$ cat config.mk
export PLATFORM = sky130hd
export DESIGN_NAME = down_counter
export DESIGN_NICKNAME = d
export VERILOG_FILES = /design/src/rtl/down_counter_pkg.sv /design/src/rtl/down_counter.sv
export SDC_FILE = /design/constraint.sdc
export NUM_CORES = 1
export LEC_CHECK = 0
export CAP_MARGIN = 20
export CORE_AREA = 2 2 39 41
export CTS_CLUSTER_SIZE = 8
export DETAILED_ROUTE_END_ITERATION = 6
export DIE_AREA = 0 0 41 43
export GPL_ROUTABILITY_DRIVEN = 0
export HOLD_SLACK_MARGIN = 0.02
export SETUP_SLACK_MARGIN = 0.02
export SLEW_MARGIN = 5
export SYNTH_ARGS = -nofsm -noshare
export SYNTH_HDL_FRONTEND = slang
export SYNTH_SLANG_ARGS = --single-unit
$ cat constraint.sdc
create_clock -name CLK -period 2.75 [get_ports CLK]
set_input_delay 0.4125 -clock CLK [delete_from_list [all_inputs] [get_ports CLK]]
set_output_delay 0.4125 -clock CLK [all_outputs]
set_load 0.05 [all_outputs]
$ cat src/rtl/down_counter_pkg.sv
// down_counter_pkg -- shared definitions for the down_counter block.
//   COUNT_WIDTH : default count width in bits
//   state_e     : controller states IDLE / RUN / DONE
package down_counter_pkg;

  localparam int unsigned COUNT_WIDTH = 4;

  typedef enum logic [1:0] {
    IDLE = 2'd0,
    RUN  = 2'd1,
    DONE = 2'd2
  } state_e;

endpackage

$ cat src/rtl/down_counter.sv
// down_counter -- loadable down counter with busy/done status.
//
// A Load captures Din and starts a countdown; each cycle with En=1 in RUN
// decrements the count until it reaches zero, at which point the block
// spends exactly one cycle in DONE (Done=1) before returning to IDLE.
// Load always takes priority over En and may be applied in any state.
//
// Optional feature (macro DOWN_COUNTER_AUTO_RELOAD_EN): the loaded value is
// kept in a reload register and DONE restarts the countdown from it
// (or goes to IDLE when the reload value is zero).
//
// Ports:
//   CLK  in  1      clock, rising edge
//   RST  in  1      synchronous active-low reset
//   Load in  1      capture Din and (re)start the countdown
//   Din  in  WIDTH  start value
//   En   in  1      decrement enable while running
//   Dout out WIDTH  current count (registered)
//   Busy out 1      high while in RUN
//   Done out 1      high for the single cycle spent in DONE
module down_counter
  import down_counter_pkg::*;
#(
  parameter int unsigned WIDTH = COUNT_WIDTH
) (
  input  logic             CLK,
  input  logic             RST,
  input  logic             Load,
  input  logic [WIDTH-1:0] Din,
  input  logic             En,
  output logic [WIDTH-1:0] Dout,
  output logic             Busy,
  output logic             Done
);

  state_e           state_q, state_d;
  logic [WIDTH-1:0] cnt_q, cnt_d;
`ifdef DOWN_COUNTER_AUTO_RELOAD_EN
  logic [WIDTH-1:0] reload_q, reload_d;
`endif

  always_ff @(posedge CLK) begin
    if (!RST) begin
      state_q  <= IDLE;
      cnt_q    <= '0;
`ifdef DOWN_COUNTER_AUTO_RELOAD_EN
      reload_q <= '0;
`endif
    end else begin
      state_q  <= state_d;
      cnt_q    <= cnt_d;
`ifdef DOWN_COUNTER_AUTO_RELOAD_EN
      reload_q <= reload_d;
`endif
    end
  end

  always_comb begin
    state_d  = state_q;
    cnt_d    = cnt_q;
`ifdef DOWN_COUNTER_AUTO_RELOAD_EN
    reload_d = reload_q;
`endif
    if (Load) begin
      // Load overrides any pending decrement; a zero start value completes at once.
      cnt_d   = Din;
      state_d = (Din != '0) ? RUN : DONE;
`ifdef DOWN_COUNTER_AUTO_RELOAD_EN
      reload_d = Din;
`endif
    end else begin
      unique case (state_q)
        IDLE: ;
        RUN: begin
          if (En) begin
            // Treat a count of 1 (or an impossible 0) as terminal so the
            // counter can never wrap below zero.
            if (cnt_q > WIDTH'(1)) begin
              cnt_d = cnt_q - WIDTH'(1);
            end else begin
              cnt_d   = '0;
              state_d = DONE;
            end
          end
        end
        DONE: begin
`ifdef DOWN_COUNTER_AUTO_RELOAD_EN
          if (reload_q != '0) begin
            cnt_d   = reload_q;
            state_d = RUN;
          end else begin
            state_d = IDLE;
          end
`else
          state_d = IDLE;
`endif
        end
        default: state_d = IDLE;
      endcase
    end
  end

  assign Dout = cnt_q;
  assign Busy = (state_q == RUN);
  assign Done = (state_q == DONE);

endmodule

* After elaboration in Yosys (flattened, before gate mapping)
Index checks and enable logic that the tools add are counted.
** Word-level totals
- Bits of input ports :: 8
- Logic and storage cells :: 24
- Output and inout port bits :: 6
- Register bits after elaboration :: 6
** Operators by class
- Magnitude comparators :: 1
- Reduce and logical (&&, ||, !) cells :: 6
- Mux-type cells :: 9
- $add $sub $neg :: 1
- Eq/ne operators :: 5
** Operators with widths (number)
- 4-bit two-way mux :: 4
- 2-bit two-way mux :: 4
- 3-bit != test (second input constant) :: 2
- 4-bit by 1-bit > comparator with 1-bit output (second input constant) :: 1
- 2-bit case mux with 2 select lines :: 1
- 2-bit nonzero test :: 2
- 4-bit nonzero test :: 1
- 4-bit by 1-bit subtractor with 4-bit output (second input constant) :: 1
- 3-bit AND reduction :: 1
- 2-bit by 1-bit == test with 1-bit output (second input constant) :: 1
- 2-bit == test (second input constant) :: 1
- 2-bit logical NOT :: 1
- 2-bit != test (second input constant) :: 1
- 2-bit AND reduction :: 1

* Logic depth before layout (Yosys ltp)
- Depth in word-level cells :: 5
- Mapped depth :: 5
- Depth with buffers taken out :: 5

* Worst setup path after synthesis
Ideal clock, no wire load.
- Path kind :: register -> register
- From :: reg cnt_q[0] (netlist: Dout[0])
- To :: reg cnt_q[3] (netlist: Dout[3])
- Setup time :: 0.074 ns
- Slack :: 0.921 ns
- Stages on the path, launching flop included :: 6
- Clock period less this slack :: 1.829 ns
- Path buffers :: 0
- Data arrival time :: 1.755 ns
- Required time :: 2.676 ns
- Path through :: dfxtp_1 -> inv_1 -> ha_1 -> or2_1 -> or4_1 -> a31oi_1
** On the way
- Word-level cells in the longest chain between the ends :: 5
- Elaborated cells between the ends (all ways) :: 6
- Classes of those cells :: add/sub: 1; order compare: 1; mux: 4
** RTL lines
- from (decl) :: line down_counter.sv:37 : logic [WIDTH-1:0] cnt_q, cnt_d;
- from (signal assigned) :: line down_counter.sv:51 : cnt_q <= cnt_d;
- 4-bit by 1-bit subtractor with 4-bit output or 4-bit by 1-bit > comparator with 1-bit output (tied branches) :: line down_counter.sv:79, down_counter.sv:78
- 4-bit two-way mux (*) :: line down_counter.sv:78 : if (cnt_q > WIDTH'(1)) begin
- 4-bit two-way mux (*) :: line down_counter.sv:75 : if (En) begin
- 4-bit two-way mux (*) :: line down_counter.sv:72 : unique case (state_q)
- 4-bit two-way mux (*) :: line down_counter.sv:64 : if (Load) begin
Mark *: on every way between the ends. The rest lies on a longest branch, timed or not. The select of a mux whose other input is x is not followed.
A chain may end at the register's enable or synchronous reset.

* Worst setup path after layout
- From :: reg state_q[1]
- To :: out Busy
** On the way
- Word-level cells in the longest chain between the ends :: 1
** RTL lines
- from (decl) :: line down_counter.sv:36 : state_e state_q, state_d;
- from (signal assigned) :: line down_counter.sv:50 : state_q <= state_d;
- 2-bit by 1-bit == test with 1-bit output :: line down_counter.sv:104 : assign Busy = (state_q == RUN);
- to (decl) :: line down_counter.sv:32 : output logic Busy,
No other way between the ends.

==> results.yml <==
status:
  outcome: "complete, no violations"
clock_tree:
  cts_made_buffers: 3
  clock-sinks: 6
  clk_pin_slew_worst_paths_ns: 0.04
  post_cts_buffers: 0
  clockBufferDepth: 2
  hold_buffers: 0
  tritoncts: "done"
  h-tree-depth: 1
  root_buffer: "clkbuf_4"
  post_cts_resized: 0
  insertion_delay_ns: 0.24
synthesis:
  synth.area.top_cells: "dfxtp_1 (34%), ha_1 (7.1%), o21ai_0 (7.1%), a21oi_1 (5.7%), and4b_1 (5.7%)"
  synth_cell_types: 23
  avgSynthCellArea_um2: 8.821
  synth_seq_area_share_pct: 34.04
  yosysTopAreaCellShare_pct: 34.04
  syn_area_um2: 352.8
  ys_seq_elements: 6
  yosysTopAreaCell: "dfxtp_1"
  syn-num-nets: 50
  yosys_warnings: 0
  netlist_instances: 40
place:
  pre_cts_slack_ns: 0.9766
  port-buffer-count: 13
  placedCellCount: 69
  dp_hpwl_um: 639.6
power_and_ir_drop:
  p_per_area_mw_per_mm2: 488.5
  finalPower_mw: 0.2567
  ir_drop_mv: 0.1679
  power_leakage_nw: 0.1993
setup_path:
  worst_ep_required_time_ns: 2.34
  worstSetupStartpointType: "register"
  crit_type: "register to output port"
  cp.arrival_ns: 1.61
  reg2reg_depth: 5
  regToRegStartpoint: "Dout[0]$_SDFFE_PN0P_"
  reg2reg_to: "Dout[3]$_SDFFE_PN0P_"
  reg2reg_slack_ns: 1.16
  end_kind: "output port"
  cp_max_fo: 7
timing:
  fin_crit_sh_pct: 73.72
  finalCriticalPeriod_ns: 2.027
  hold_ws_ns: 0.5454
  slew_headroom_pct: 67.35
  setup_viol: 0
  hold_viol: 0
  max_freq_ghz: 0.4933
  rsz0062_at_grt: "false"
  worst_pin_slew_ns: 0.4883
  worst_slack_ns: 0.7227
  drv_slew: 0
  clock_skew_ns: 0.002814
  fin_tns_setup_ns: 0
grt:
  grt_pass1_wl_mm: 1.359
  grt-ovfl-total: 0
  gr-usage-all-layers_pct: 11.77
  grt_pass1_vias: 320
  antenna_found_initial: 0
  grt_max_degree: 8
cells_and_area:
  fin_nets: 68
  antenna_cells: 0
  final_common_cell: "clkdlybuf4s50_1"
  syn_to_final_growth_pct: 48.94
  final_cell_mix: "clkdlybuf4s50_1 (13), dfxtp_1 (6), o21ai_0 (5), a21oi_1 (4), clkbuf_4 (3)"
  final_cells: 72
  drive_gt1_share_pct: 7.143
floorplan:
  placementRows: 14
  core-area_mm2: 0.001384
  dieArea_mm2: 0.001763
  die_w_um: 41
  die_height_um: 43
  start_util_pct: 25.50
  pin_count: 14
drt:
  vias: 376
  wl_per_cell_um: 11.19
  antenna_left: 0
  drc: 0
  viasPerCell: 5.222
  dr.pass1.iters: 4
  drt_iter0_drc: 7
  finalWirelength_um: 806
min_path:
  min_path_type: "register to register"
  hold-path-endpoint: "Dout[3]$_SDFFE_PN0P_"
  hold_depth: 2
  worstHoldStart: "Dout[3]$_SDFFE_PN0P_"
run:
  maxCapViolCount: 0
## cell usage after synthesis (all sizes together)
cell type,instances
and2b,1
o221a,1
nand2,1
a21oi,4
o31ai,1
nor2b,1
o21ai,5
mux2,1
nor3,1
nor2,1
a311oi,1
ha,2
inv,3
nor4,1
a211o,2
or4,2
a31oi,1
nand3b,1
and4b,2
a211oi,1
or2,1
dfxtp,6
## flip-flops by register name, indices dropped and copies added (netlist names)
register	count
Dout	4
state_q	2
## per-layer routing
metal	vias up	routed length [um]	GRT usage, %	share of wire [%]
li1	193	-	-	-
met1	168	402	16.18	50
met2	13	339	14.37	42
met3	2	49	6.283	6.1
met4	0	14	6.000	1.7
met5	-	0	0	0
## power by group
part	internal, mW	switching [mW]
clock network	0.0494	0.0321
logic	0.0312	0.0424
registers	0.0936	0.00798
total	0.174	0.0825
## final cells by class
| class | instances | area, um^2 |
|---|---|---|
| inverters | 3 | 11.26 |
| flip-flops and latches | 6 | 120.1 |
| fillers | 144 | 858.3 |
| well taps | 16 | 20.02 |
| clock buffers | 3 | 22.52 |
| multi-input cells | 31 | 221.5 |
| repair buffers | 13 | 130.1 |
## metrics by stage
stage                     utilization, %  instance area [um^2]
after floorplan                        -                 352.8
after global placement             36.35                 503.0
after detailed placement           36.35                 503.0
after CTS                          37.97                 525.5
after global routing               37.97                 525.5
final                              37.97                 525.5
## cell families after synthesis
logic type / share of synthesized area (%)
AOI/OAI and AO/OA: 29.44
buffers and inverters: 3.191
adders and majority gates: 7.091
and+or+nand+nor: 23.05
muxes: 3.191
DFF: 34.04
## worst max path at each step
| stage | start | end | slack (ns) |
|---|---|---|---|
| finish | state_q[1]$_SDFFE_PN0P_ | Busy | 0.72 |
| floorplan | Dout[0]$_SDFFE_PN0P_ | Dout[3]$_SDFFE_PN0P_ | 0.92 |
| CTS | state_q[0]$_SDFFE_PN0P_ | Busy | 0.72 |
| detailed placement | state_q[0]$_SDFFE_PN0P_ | Busy | 0.98 |
| global placement | state_q[0]$_SDFFE_PN0P_ | Busy | 0.97 |
| global route | state_q[0]$_SDFFE_PN0P_ | Busy | 0.66 |
## worst max-delay path: stages, from the launching register on
cell             delay, ns
dfxtp_1               0.35
and2b_1               0.23
clkdlybuf4s50_1       0.80
No activity file was read; power rests on OpenSTA's default activity.
